### config.mk
export PLATFORM = sky130hd
export DESIGN_NAME = mfp_gauss_kernel_streamer
export DESIGN_NICKNAME = d
export VERILOG_FILES = /design/src/rtl/mfp_gauss_kernel_streamer.sv
export SDC_FILE = /design/constraint.sdc
export NUM_CORES = 1
export LEC_CHECK = 0
export BUFFER_PORTS_ARGS = -buffer_cell sky130_fd_sc_hd__buf_2
export CAP_MARGIN = 30
export CORE_MARGIN = 1.5
export CORE_UTILIZATION = 35
export CTS_CLUSTER_DIAMETER = 80
export DETAILED_ROUTE_END_ITERATION = 8
export GPL_TIMING_DRIVEN = 0
export PLACE_DENSITY = 0.6
export SYNTH_ARGS = -nofsm -noshare
export SYNTH_HDL_FRONTEND = slang
export SYNTH_HIERARCHICAL = 1
export SYNTH_SLANG_ARGS = --single-unit
### constraint.sdc
create_clock -name clk -period 5.1 [get_ports clk]
set_clock_uncertainty 0.1 [all_clocks]
set_input_delay 0.765 -clock clk [delete_from_list [all_inputs] [get_ports clk]]
set_output_delay 0.765 -clock clk [all_outputs]
set_load 0.02 [all_outputs]
### src/rtl/mfp_gauss_kernel_streamer.sv
// Multi-scale Gaussian kernel coefficient source: streams one selected kernel tap by tap over valid/ready.
// Optional feature macro: MFP_GKS_SUM_EN adds a per-stream coefficient sum (sum_out/sum_valid).

module MFP_gaussianTable #(
    parameter real x       = 0.0,
    parameter real sig     = 1.0,
    parameter int  outputW = 18
) (
    output logic signed [outputW-1:0] value_o
);
    // Normalised Gaussian sample in Q1.(outputW-1), rounded to nearest and saturated to the positive range.
    localparam real PI     = 3.14159265358979323846;
    localparam real GAUSS  = $exp(-(x * x) / (2.0 * sig * sig)) / (sig * $sqrt(2.0 * PI));
    localparam real SCALED = GAUSS * (2.0 ** (outputW - 1)) + 0.5;
    localparam real MAXPOS = (2.0 ** (outputW - 1)) - 1.0;
    localparam int  VAL    = (SCALED > MAXPOS) ? $rtoi(MAXPOS) : $rtoi(SCALED);

    assign value_o = outputW'(VAL);
endmodule

module mfp_gauss_kernel_streamer #(
    parameter int  DATA_W   = 18,
    parameter int  KTAPS    = 9,
    parameter real XSTEP    = 1.0,
    parameter int  NSCALES  = 4,
    parameter real SIG0     = 1.6,
    parameter real SIG_STEP = 0.4,
    parameter int  IDX_W    = $clog2(KTAPS),
    parameter int  SCL_W    = (NSCALES > 1) ? $clog2(NSCALES) : 1
) (
    input  logic                     clk,
    input  logic                     rst,
    input  logic                     start,
    input  logic [SCL_W-1:0]         scale_sel,
    output logic                     busy,
    output logic                     coef_valid,
    input  logic                     coef_ready,
    output logic signed [DATA_W-1:0] coef_data,
    output logic [IDX_W-1:0]         coef_idx,
    output logic                     coef_last,
    output logic                     done
`ifdef MFP_GKS_SUM_EN
    ,
    output logic [DATA_W+IDX_W:0]    sum_out,
    output logic                     sum_valid
`endif
);
    localparam logic [IDX_W-1:0] LAST_IDX   = IDX_W'(KTAPS - 1);
    localparam logic [SCL_W:0]   NSC        = (SCL_W + 1)'(NSCALES);
    localparam logic [SCL_W-1:0] SCL_MAX    = SCL_W'(NSCALES - 1);

    typedef enum logic [1:0] {IDLE, RUN, DONE} state_t;

    state_t                     state_q;
    logic [SCL_W-1:0]           scale_q;
    logic [IDX_W-1:0]           idx_q;
    logic                       busy_q, valid_q, last_q, done_q;
    logic signed [DATA_W-1:0]   data_q;

    logic [SCL_W-1:0]           selClamped_d, rdScale_d;
    logic [IDX_W-1:0]           idxNext_d, rdIdx_d;
    logic signed [DATA_W-1:0]   nextCoef_d;

    logic [NSCALES*KTAPS*DATA_W-1:0] coefTable_w;
    logic signed [DATA_W-1:0]        coefRom [NSCALES][KTAPS];

    for (genvar s = 0; s < NSCALES; s++) begin : gScale
        for (genvar i = 0; i < KTAPS; i++) begin : gTap
            MFP_gaussianTable #(
                .x       ((real'(i) - real'(KTAPS / 2)) * XSTEP),
                .sig     (SIG0 + real'(s) * SIG_STEP),
                .outputW (DATA_W)
            ) uTable (
                .value_o (coefTable_w[(s*KTAPS+i)*DATA_W +: DATA_W])
            );
            assign coefRom[s][i] = coefTable_w[(s*KTAPS+i)*DATA_W +: DATA_W];
        end
    end

    // In IDLE the read port pre-fetches tap 0 of the requested scale; in RUN it fetches the following tap.
    always_comb begin
        selClamped_d = ({1'b0, scale_sel} >= NSC) ? SCL_MAX : scale_sel;
        idxNext_d    = idx_q + 1'b1;
        rdScale_d    = (state_q == IDLE) ? selClamped_d : scale_q;
        rdIdx_d      = (state_q == IDLE) ? '0 : idxNext_d;
        nextCoef_d   = coefRom[rdScale_d][rdIdx_d];
    end

`ifdef MFP_GKS_SUM_EN
    logic [DATA_W+IDX_W:0] sumAcc_q, sumOut_q, beatExt_d;
    logic                  sumValid_q;

    assign beatExt_d = {{(IDX_W + 1){1'b0}}, data_q};
    assign sum_out   = sumOut_q;
    assign sum_valid = sumValid_q;

    always_ff @(posedge clk or posedge rst) begin
        if (rst) begin
            sumAcc_q   <= '0;
            sumOut_q   <= '0;
            sumValid_q <= 1'b0;
        end else begin
            sumValid_q <= 1'b0;
            if (state_q == IDLE && start) begin
                sumAcc_q <= '0;
                sumOut_q <= '0;
            end else if (state_q == RUN && valid_q && coef_ready) begin
                sumAcc_q <= sumAcc_q + beatExt_d;
                if (idx_q == LAST_IDX) begin
                    sumOut_q   <= sumAcc_q + beatExt_d;
                    sumValid_q <= 1'b1;
                end
            end
        end
    end
`else
    // Without the sum feature there is no accumulator and no sum ports.
`endif

    // Beat payload only advances on an accepted transfer, so it holds under backpressure.
    always_ff @(posedge clk or posedge rst) begin
        if (rst) begin
            state_q <= IDLE;
            scale_q <= '0;
            idx_q   <= '0;
            busy_q  <= 1'b0;
            valid_q <= 1'b0;
            last_q  <= 1'b0;
            done_q  <= 1'b0;
            data_q  <= '0;
        end else begin
            done_q <= 1'b0;
            case (state_q)
                IDLE: begin
                    if (start) begin
                        state_q <= RUN;
                        scale_q <= selClamped_d;
                        idx_q   <= '0;
                        busy_q  <= 1'b1;
                        valid_q <= 1'b1;
                        data_q  <= nextCoef_d;
                        last_q  <= (LAST_IDX == '0);
                    end
                end
                RUN: begin
                    if (valid_q && coef_ready) begin
                        if (idx_q == LAST_IDX) begin
                            state_q <= DONE;
                            busy_q  <= 1'b0;
                            valid_q <= 1'b0;
                            last_q  <= 1'b0;
                            done_q  <= 1'b1;
                        end else begin
                            idx_q  <= idxNext_d;
                            data_q <= nextCoef_d;
                            last_q <= (idxNext_d == LAST_IDX);
                        end
                    end
                end
                DONE: state_q <= IDLE;
                default: state_q <= IDLE;
            endcase
        end
    end

    assign busy       = busy_q;
    assign coef_valid = valid_q;
    assign coef_data  = data_q;
    assign coef_idx   = idx_q;
    assign coef_last  = last_q;
    assign done       = done_q;
endmodule

==> flow_summary.toml, run 1 <==
[layout]
final_common_cell = "buf_4"
area_overhead_of_the_layout_relative_to_synthesis_pct = 25.6
commonest_cells_after_routing_fill_and_taps_aside = "buf_4 (656), conb_1 (648), mux2i_1 (122), and3_1 (110), a211oi_1 (98)"
regArea_um2 = 726
final_net_count = 2299
combined_area_of_the_multi_input_logic_cells_um2 = 8180
nFillCells = 3640
diodes = 0
final_cell_area_um2 = 15200
drive_above_1_share_pct = 33.8

[synth]
syn_avg_cell_area_um2 = 7.25
synth-main-ff-cell = "dfrtp_1"
post_synth_instance_area_um2 = 12100
syn-instance-count = 1673
synth_seq_cells = 29
yosysUniqueCellTypes = 61
ys_seq_area_share_pct = 5.98
synth_warnings = 6
postSynth.asyncResetShare_pct = 100
count_of_flip_flops_with_a_built_in_enable_after_synthesis = 0

[timing]
final-setup-viol-count = 0
timing.fmax_mhz = 261
finalMaxSlewViolations = 0
worst_slew_margin_rel_pct = 32.6
final.min_clock_period_ns = 3.82
worst_pin_slew_ns = 1.00
fin_crit_sh_pct = 75.0
grt_setup_unrepaired = "no"
tns_ns = 0
endpoints_failing_hold = 0

[clock_network]
cts_htree_levels = 2
numCtsBuffers = 5
clock_latency_ns = 0.28
cts_setup_buffers = 0
clkSinkCount = 29
cts-root-buf = "clkbuf_16"
postCtsResizedCells = 0
cts.path.max_buffers = 2
clkTransAtPathRegs_ns = 0.06
tritoncts = "built"
cts_hold_buffers_added = 0

[route]
detailroute.via_count = 10887
wl_mm = 33.7
drcViolationCount = 0
detail_route.first_pass.iterations = 5
wl_cell_um = 12.3
final_antenna_net_count = 0
drt-vias-per-instance = 3.96
detailedRoute.firstIterationViolations = 545

[run]
max_cap_viol_count = 0

[die]
overall_die_width_um = 189
die_h_um = 189
start_util_pct = 35.3
std_cell_rows = 68
total_die_area_um2 = 35800
core_um2 = 34400
boundaryPins = 32

[grt]
antenna_violations_before_repair = 0
global_route_wire_length_before_repair_mm = 52.9
first_global_vias = 9833
total_routing_usage_gr_pct = 18.9
grt_max_degree = 20
global_route.overflow_total = 0

[power]
share_comb_of_total_power_pct = 80.6
clockPowerShare_pct = 9.3
static-leakage-power_nw = 8.65
pwr_density_cell_nw_per_um2 = 259
seq_power_share_pct = 10.0
power.internal_w = 0.00180
total_switching_power_w = 0.00215
sw_share_pct = 54.4
maximum_vdd_drop_v = 0.000204

[place]
detailed_place.area_um2 = 15100
dpl.hpwl_mm = 27.6
gp_congestion = 0.845
port-buffer-count = 31

[status]
run_status = "complete, no violations"

[worst_setup_path]
critPathKind = "reg -> reg"
timing.critical_path.fanout_max = 10
worst_setup_path_end_kind = "register"
cp_data_arrival_time_ns = 3.87
worst_setup_path_start_kind = "register"
critical_path_rt_ns = 5.14

[worst_hold_path]
min_delay_worst_type = "in -> async"
worst paths after layout:
path,from,end,cells past startpoint,slack (ns)
min reg2reg,coef_last,coef_last,2,0.44
max reg2reg,coef_idx[0],coef_data[3],10,1.28
max in group asynchronous,rst,coef_data[15],3,3.99
min in group clk,coef_last,coef_last,2,0.44
max,coef_idx[0],coef_data[3],10,1.28
min,rst,coef_last,2,0.41
flip-flops by register name, indices dropped and copies added, names as in the netlist:
name / flops
coef_last: 1
done: 1
coef_idx: 4
coef_valid: 1
scale_q: 2
coef_data: 18
state_q: 2
per-stage QoR:
stage | hold WS, ns | setup WS (ns) | std cells | total power (W) | utilization (%)
2_1_floorplan | 0.527 | 2.38 | 2249 | 0.00249 | -
3_3_place_gp | 0.427 | 1.31 | 2735 | 0.00350 | 43.7
3_5_place_dp | 0.423 | 1.30 | 2738 | 0.00351 | 43.8
4_1_cts | 0.424 | 1.31 | 2746 | 0.00390 | 44.3
5_1_grt | 0.444 | 1.15 | 2746 | 0.00425 | 44.3
6_report | 0.411 | 1.28 | 2746 | 0.00394 | 44.3
power groups by stage:
stage	clock network, W	logic (W)	registers (W)
final	0.000368	0.00318	0.000395
after global routing	0.000383	0.00346	0.000404
after CTS	0.000371	0.00313	0.000393
after detailed placement	0	0.00312	0.000392
after global placement	0	0.00310	0.000398
after floorplan	0	0.00202	0.000468
synth_stat cells (2+ instances only):
cell	n	area share, %
nor4_1	62	3.2
buf_2	31	1.3
o221ai_1	4	0.29
buf_4	656	41
nand3_1	20	0.82
nor3b_1	3	0.19
ha_1	3	0.31
buf_1	8	0.25
nor2_1	6	0.19
clkbuf_1	65	2.0
a31o_2	15	1.1
o31ai_1	18	1.1
and3_1	110	5.7
nand4_1	28	1.4
nand2_1	86	2.7
conb_1	72	2.2
and2_1	5	0.26
a21oi_1	35	1.4
mux2_2	3	0.28
nor3_1	2	0.082
a2111oi_0	4	0.29
inv_1	8	0.25
a211oi_1	98	6.1
mux2i_1	122	10
xor2_1	2	0.14
o21ai_1	2	0.082
o22ai_1	34	1.8
a21boi_0	2	0.12
a221oi_1	2	0.14
o21ai_0	61	2.5
nand2b_1	3	0.15
a22oi_1	18	1.1
nor2b_1	2	0.10
mux4_2	18	3.3
a31oi_1	6	0.31
or3_1	2	0.10
dfrtp_1	29	6.0
a21o_1	4	0.25
a222oi_1	2	0.16
critical path, cell delays in order (launching register included):
cell and delay (ns):
dfrtp_1 0.39, buf_2 0.23, inv_1 0.10, ha_1 0.31
clkbuf_1 0.37, nor3b_1 0.12, a21oi_2 0.58, clkbuf_1 0.53
o22ai_1 0.18, nor4_1 0.61, o31ai_1 0.15
per-layer routing:
layer	part of all wire (%)	global-route usage (%)
met3	4.0	2.45
met1	48	25.5
met5	0	0
met4	1.0	2.29
met2	47	32.8
cells by family after synthesis:
logic type / Yosys count / share of synthesized area (%)
flops: 29 / 5.98
mux: 144 / 13.8
buf+inv: 769 / 44.5
simple gates: 337 / 15.5
fa+ha+maj: 3 / 0.309
other cells: 72 / 2.23
xor+xnor: 3 / 0.217
compound gates: 316 / 17.6
area by class of cell:
class | count | share of cell area [%]
clock inverter | 2 | 0.246
inverter | 8 | 0.197
sequential | 29 | 4.76
buffer | 761 | 35.2
tap | 455 | 3.74
timing repair buffer | 34 | 1.26
multi-input combinational | 1451 | 53.7
clock buffer | 6 | 0.912
(Power assumes the default switching activity.)
==> run 2: changes to the inputs <==
--- a/config.mk
+++ b/config.mk
@@ -12,7 +12,7 @@
 export CTS_CLUSTER_DIAMETER = 80
 export DETAILED_ROUTE_END_ITERATION = 8
 export GPL_TIMING_DRIVEN = 0
-export PLACE_DENSITY = 0.6
+export PLACE_DENSITY = 0.62
 export SYNTH_ARGS = -nofsm -noshare
 export SYNTH_HDL_FRONTEND = slang
 export SYNTH_HIERARCHICAL = 1
==> constraint.sdc (replaced) <==
create_clock -name clk -period 3.45 [get_ports clk]
set_clock_uncertainty 0.1 [all_clocks]
set_input_delay 0.5175 -clock clk [delete_from_list [all_inputs] [get_ports clk]]
set_output_delay 0.5175 -clock clk [all_outputs]
set_load 0.02 [all_outputs]
==> run 2 against run 1 <==
Fmax increased by 16%. Clock power increased by 23%. Total power increased by 55%.
==> flow_summary.toml, run 2 (synthesis results as in run 1) <==
[power]
seq_power_share_pct = 9.5
fin_total_pwr_w = 0.00612
pwr_density_cell_nw_per_um2 = 396
sw_share_pct = 55.4
maximum_vdd_drop_v = 0.000239
static-leakage-power_nw = 8.73
share_comb_of_total_power_pct = 83.1
power.internal_w = 0.00273
total_switching_power_w = 0.00339
clockPowerShare_pct = 7.4

[grt]
total_routing_usage_gr_pct = 20.0
grt_max_degree = 20
first_global_vias = 10136
antenna_violations_before_repair = 1
global_route_wire_length_before_repair_mm = 55.4
global_route.overflow_total = 0

[place]
dpl.hpwl_mm = 28.7
gp_congestion = 0.861
port-buffer-count = 31
number_of_placed_instances_taps_included = 2745

[timing]
endpoints_failing_hold = 0
grt_setup_unrepaired = "no"
final.min_clock_period_ns = 3.29
fin_crit_sh_pct = 95.4
final-setup-viol-count = 0
tns_ns = 0
finalMaxSlewViolations = 0
worst_slew_margin_rel_pct = 35.6
timing.fmax_mhz = 304
worst_pin_slew_ns = 0.956

[route]
drt-vias-per-instance = 4.05
wl_mm = 35.6
wl_cell_um = 13.0
detail_route.first_pass.iterations = 7
detailroute.via_count = 11143
final_antenna_net_count = 0
detailedRoute.firstIterationViolations = 677
drcViolationCount = 0

[clock_network]
cts.path.max_buffers = 2
cts_setup_buffers = 0
clock_latency_ns = 0.28
clkSinkCount = 29
cts-root-buf = "clkbuf_16"
numCtsBuffers = 5
tritoncts = "built"
cts_hold_buffers_added = 0
clkTransAtPathRegs_ns = 0.06
cts_htree_levels = 2

[worst_setup_path]
cp_data_arrival_time_ns = 3.38
worst_setup_path_end_kind = "register"
critPathKind = "reg -> reg"
timing.critical_path.fanout_max = 10
critical_path_rt_ns = 3.54
worst_setup_path_start_kind = "register"

[die]
die_h_um = 189
total_die_area_um2 = 35800
core_um2 = 34400
overall_die_width_um = 189
boundaryPins = 32
std_cell_rows = 68
start_util_pct = 35.3

[layout]
diodes = 0
drive_above_1_share_pct = 35.6
area_overhead_of_the_layout_relative_to_synthesis_pct = 27.4
largest_register_ffs = 18
commonest_cells_after_routing_fill_and_taps_aside = "buf_4 (656), conb_1 (648), mux2i_1 (122), and3_1 (110), a211oi_1 (98)"
final_common_cell = "buf_4"
final_net_count = 2304
fin_cells = 2750
postLayoutCoreUtil_pct = 45.0

[run]
max_cap_viol_count = 0

[worst_hold_path]
min_delay_worst_type = "in -> async"

[status]
run_status = "complete, no violations"
[run 2: cell types whose count changed in the layout (fill, tap and decap cells not counted), sizes merged]
cell,change
bufinv,-1
buf,+5
clkinvlp,-1
clkbuf,+1
[run 2: area by class of cell]
| class | instances | area, µm² |
|---|---|---|
| Multi-Input combinational cell | 1451 | 8400 |
| Fill cell | 3636 | 18900 |
| Timing Repair Buffer | 41 | 225 |
| Buffer | 759 | 5370 |
| Clock buffer | 7 | 143 |
| Tap cell | 455 | 569 |
| Sequential cell | 29 | 726 |
| Inverter | 8 | 30.0 |
[run 2: power by group through the flow]
stage	Sequential, W	Clock [W]	Combinational [W]
final	0.000583	0.000454	0.00508
after global routing	0.000603	0.000478	0.00548
after CTS	0.000585	0.000461	0.00494
after detailed placement	0.000585	0	0.00478
after global placement	0.000591	0	0.00470
after floorplan	0.000691	0	0.00299
[run 2: worst paths after layout]
check	start	end	slack (ns)	cells after the start
setup / recovery	state_q[1]	coef_data[12]	0.16	8
hold / removal	rst	coef_idx[3]	0.16	2
setup reg to reg	state_q[1]	coef_data[12]	0.16	8
hold reg to reg	coef_data[12]	coef_data[12]	0.43	2
max in group asynchronous	rst	coef_data[1]	2.60	3
min in group clk	coef_data[12]	coef_data[12]	0.43	2
[run 2: worst max-delay path: stages (launching register included)]
cell	delay, ns
dfrtp_1	0.47
or3b_1	0.42
buf_2	0.20
nand2_1	0.12
clkbuf_1	0.45
a211oi_1	0.16
nor4_1	0.84
nor4_1	0.17
o31ai_1	0.26
[run 2: what timing repair did]
action / CTS / global route
resized for setup: 23 / 27
endpoints found under the setup margin: 14 / 16
pin swaps: 0 / 1
[run 2: routing by layer]
| metal | wire, µm | global-route usage [%] |
|---|---|---|
| met1 | 16700 | 26.5 |
| met2 | 16700 | 34.6 |
| met3 | 1120 | 1.93 |
| met4 | 1120 | 4.88 |
| met5 | 10 | 0 |
[run 2: per-stage QoR]
| stage | hold slack, ns | setup slack (ns) | instance area (µm²) |
|---|---|---|---|
| 2_1_floorplan | 0.496 | 0.801 | 14300 |
| 3_3_place_gp | 0.429 | -0.308 | 15000 |
| 3_5_place_dp | 0.418 | -0.278 | 15100 |
| 4_1_cts | 0.166 | 0.00482 | 15400 |
| 5_1_grt | 0.187 | 0.00122 | 15500 |
| 6_report | 0.156 | 0.158 | 15500 |
==> run 3: changes to the inputs <==
--- a/config.mk
+++ b/config.mk
@@ -5,14 +5,16 @@
 export SDC_FILE = /design/constraint.sdc
 export NUM_CORES = 1
 export LEC_CHECK = 0
+export ABC_AREA = 1
 export BUFFER_PORTS_ARGS = -buffer_cell sky130_fd_sc_hd__buf_2
 export CAP_MARGIN = 30
 export CORE_MARGIN = 1.5
 export CORE_UTILIZATION = 35
 export CTS_CLUSTER_DIAMETER = 80
+export CTS_CLUSTER_SIZE = 30
 export DETAILED_ROUTE_END_ITERATION = 8
 export GPL_TIMING_DRIVEN = 0
-export PLACE_DENSITY = 0.62
+export PLACE_DENSITY = 0.61
 export SYNTH_ARGS = -nofsm -noshare
 export SYNTH_HDL_FRONTEND = slang
 export SYNTH_HIERARCHICAL = 1
==> constraint.sdc (replaced) <==
create_clock -name clk -period 3.45 [get_ports clk]
set_clock_uncertainty 0.1 [all_clocks]
set_input_delay 0.5175 -clock clk [delete_from_list [all_inputs] [get_ports clk]]
set_output_delay 0.5175 -clock clk [all_outputs]
set_load 0.01 [all_outputs]
==> run 3 against run 2 <==
Largest power group unchanged. Fmax grew 7.2%. Critical path depth grew 3. Count of clock-buffer cells in the layout shrank 2. Total power shrank 69%. Combinational power shrank 81%.
==> flow_summary.toml, run 3 <==
[die]
start_util_pct = 35.7
boundaryPins = 32
std_cell_rows = 74
total_die_area_um2 = 43100
core_um2 = 41100
overall_die_width_um = 208
die_h_um = 208

[clock_network]
cts_hold_buffers_added = 0
clkSinkCount = 29
tritoncts = "built"
clkTransAtPathRegs_ns = 0.06
cts-root-buf = "clkbuf_16"
numCtsBuffers = 5
cts_htree_levels = 2
cts.path.max_buffers = 2
clock_latency_ns = 0.29

[power]
fin_total_pwr_w = 0.00188
maximum_vdd_drop_v = 0.000161
static-leakage-power_nw = 11.6
pwr_density_cell_nw_per_um2 = 105

[layout]
final_cell_area_um2 = 17900
combined_area_of_the_multi_input_logic_cells_um2 = 8700
largest_register_ffs = 18
diodes = 0
final_common_cell = "nand2_1"
commonest_cells_after_routing_fill_and_taps_aside = "nand2_1 (730), buf_4 (670), conb_1 (648), inv_1 (484), nand3_1 (467)"
regArea_um2 = 726
drive_above_1_share_pct = 23.5
final_net_count = 3433
nFillCells = 4736
area_overhead_of_the_layout_relative_to_synthesis_pct = 21.9

[timing]
final.min_clock_period_ns = 3.07
worst_pin_slew_ns = 0.787
final-setup-viol-count = 0
worst_slew_margin_rel_pct = 47.6
finalMaxSlewViolations = 0
fin_crit_sh_pct = 89.0
tns_ns = 0
worst_hold_slack_ns = 0.140
endpoints_failing_hold = 0
timing.fmax_mhz = 326
grt_setup_unrepaired = "no"

[grt]
global_route.overflow_total = 0
first_global_vias = 12008
global_route_wire_length_before_repair_mm = 64.6
total_routing_usage_gr_pct = 19.0
antenna_violations_before_repair = 0
grt_max_degree = 20

[route]
final_antenna_net_count = 0
wl_cell_um = 10.2
detail_route.first_pass.iterations = 4
detailroute.via_count = 14255
detailedRoute.firstIterationViolations = 829
drcViolationCount = 0
wl_mm = 40.5
drt-vias-per-instance = 3.60

[run]
max_cap_viol_count = 0

[synth]
postSynth.asyncResetShare_pct = 100
syn_avg_cell_area_um2 = 5.22
syn-instance-count = 2808
synth.top_cells.by_count = "nand2_1 (730), buf_4 (669), inv_1 (484)"
synth_warnings = 6
yosysTopAreaCellShare_pct = 34.3
synth-main-ff-cell = "dfrtp_1"
ys_seq_area_share_pct = 4.95
count_of_flip_flops_with_a_built_in_enable_after_synthesis = 0
synth_top_cell_by_area = "buf_4"
yosysUniqueCellTypes = 28
post_synth_instance_area_um2 = 14700
post-synth-top-count-cell = "nand2_1"
synthTopCellsByArea = "buf_4 (34%), nand2_1 (19%), nand3_1 (16%)"
synth_seq_cells = 29

[worst_hold_path]
min_delay_worst_type = "in -> async"

[worst_setup_path]
critical-path-max-stage-delay_ns = 0.45
worst_setup_path_start_kind = "register"
cp_data_arrival_time_ns = 3.19
critical_path.top_delay_family = "simple AND/OR/NAND/NOR gates"
critPathKind = "reg -> reg"
cell_chain_of_the_critical_path = "nor2_8 > nand2_1 > o21ai_1 > buf_2 > buf_2 > nand3_1 > a21oi_1 > nor2_1 > nand2_1 > nand3_1 > a21oi_1"
worstPathBufferInverterCount = 2
critical_path_rt_ns = 3.57
timing.critical_path.fanout_max = 10
critPathSlowestCell = "dfrtp_1"
worst_setup_path_end_kind = "register"

[place]
dpl.hpwl_mm = 33.1
gp_congestion = 0.928
port-buffer-count = 31
detailed_place.area_um2 = 17700

[status]
run_status = "complete, no violations"
## run 3: cell count changes in the layout (fill, tap and decap cells not counted), moves of 27 or more
cell,change
buf_2,+41
clkbuf_1,-29
nand3_1,+447
mux2i_1,-122
nand2_1,+644
nand4_1,-27
inv_1,+476
a211oi_1,-98
nor4_1,-36
nor2_1,+102
and3_1,-110
## run 3: worst register-to-register path, stage by stage, from the launching register on
cell	delay, ns
dfrtp_1	0.45
nor2_8	0.24
nand2_1	0.08
o21ai_1	0.22
buf_2	0.44
buf_2	0.35
nand3_1	0.12
a21oi_1	0.33
nor2_1	0.14
nand2_1	0.10
nand3_1	0.22
a21oi_1	0.21
## run 3: cells by family after synthesis
logic type	Yosys count	synth area share, %
buffers and inverters	1271	50.5
other	72	1.84
xor gates and xnor gates	2	0.120
adders and majority gates	3	0.256
AOI/OAI and AO/OA	115	4.14
DFF	29	4.95
and+or+nand+nor	1316	38.2
## run 3: final cells by class
cell class                      instances  area share, %
Multi-Input combinational cell       2084           48.7
Buffer                                783           31.2
Inverter                              488           10.2
Sequential cell                        29           4.06
Tap cell                              532           3.72
Timing Repair Buffer                   33           1.06
Clock buffer                            5          0.700
Clock inverter                          3          0.364
## run 3: where the power goes
group          internal, W  leakage (nW)  total (W)  switching, W
registers         0.000340         0.384   0.000340             0
clock network     0.000412        0.0938   0.000588      0.000176
logic             0.000600          11.1   0.000947      0.000347
## run 3: worst paths after layout
| kind | start | endpoint | slack [ns] | cells after the start |
|---|---|---|---|---|
| worst max-delay path | state_q[1] | coef_data[15] | 0.38 | 11 |
| worst min-delay path | rst | coef_data[15] | 0.14 | 2 |
| worst max register to register | state_q[1] | coef_data[15] | 0.38 | 11 |
| worst min register to register | coef_last | coef_last | 0.39 | 2 |
| max in group asynchronous | rst | scale_q[0] | 2.60 | 3 |
| min in group clk | coef_last | coef_last | 0.39 | 2 |
## run 3: routing by layer
layer / wire length (µm) / vias to the layer above / global-route usage (%)
met1: 20200 / 5696 / 26.9
li1: - / 8291 / -
met2: 17600 / 245 / 31.5
met3: 2080 / 23 / 2.38
met5: 0 / - / 0
met4: 584 / 0 / 2.49
## run 3: what timing repair did
action                                 CTS  global route
endpoints found under the hold margin    0             0
pin swaps                                0             1
resized for setup                        1             0
setup endpoints to repair                2             1
buffers inserted                         0             1
## run 3: per-stage QoR
stage | worst slack, ns | utilization, % | instances
6_report | 0.379 | 43.5 | 3957
5_1_grt | 0.105 | 43.5 | 3957
4_1_cts | 0.198 | 43.5 | 3956
3_5_place_dp | -0.0474 | 43.0 | 3948
3_3_place_gp | -0.0589 | 42.9 | 3947
2_1_floorplan | 1.16 | - | 3384
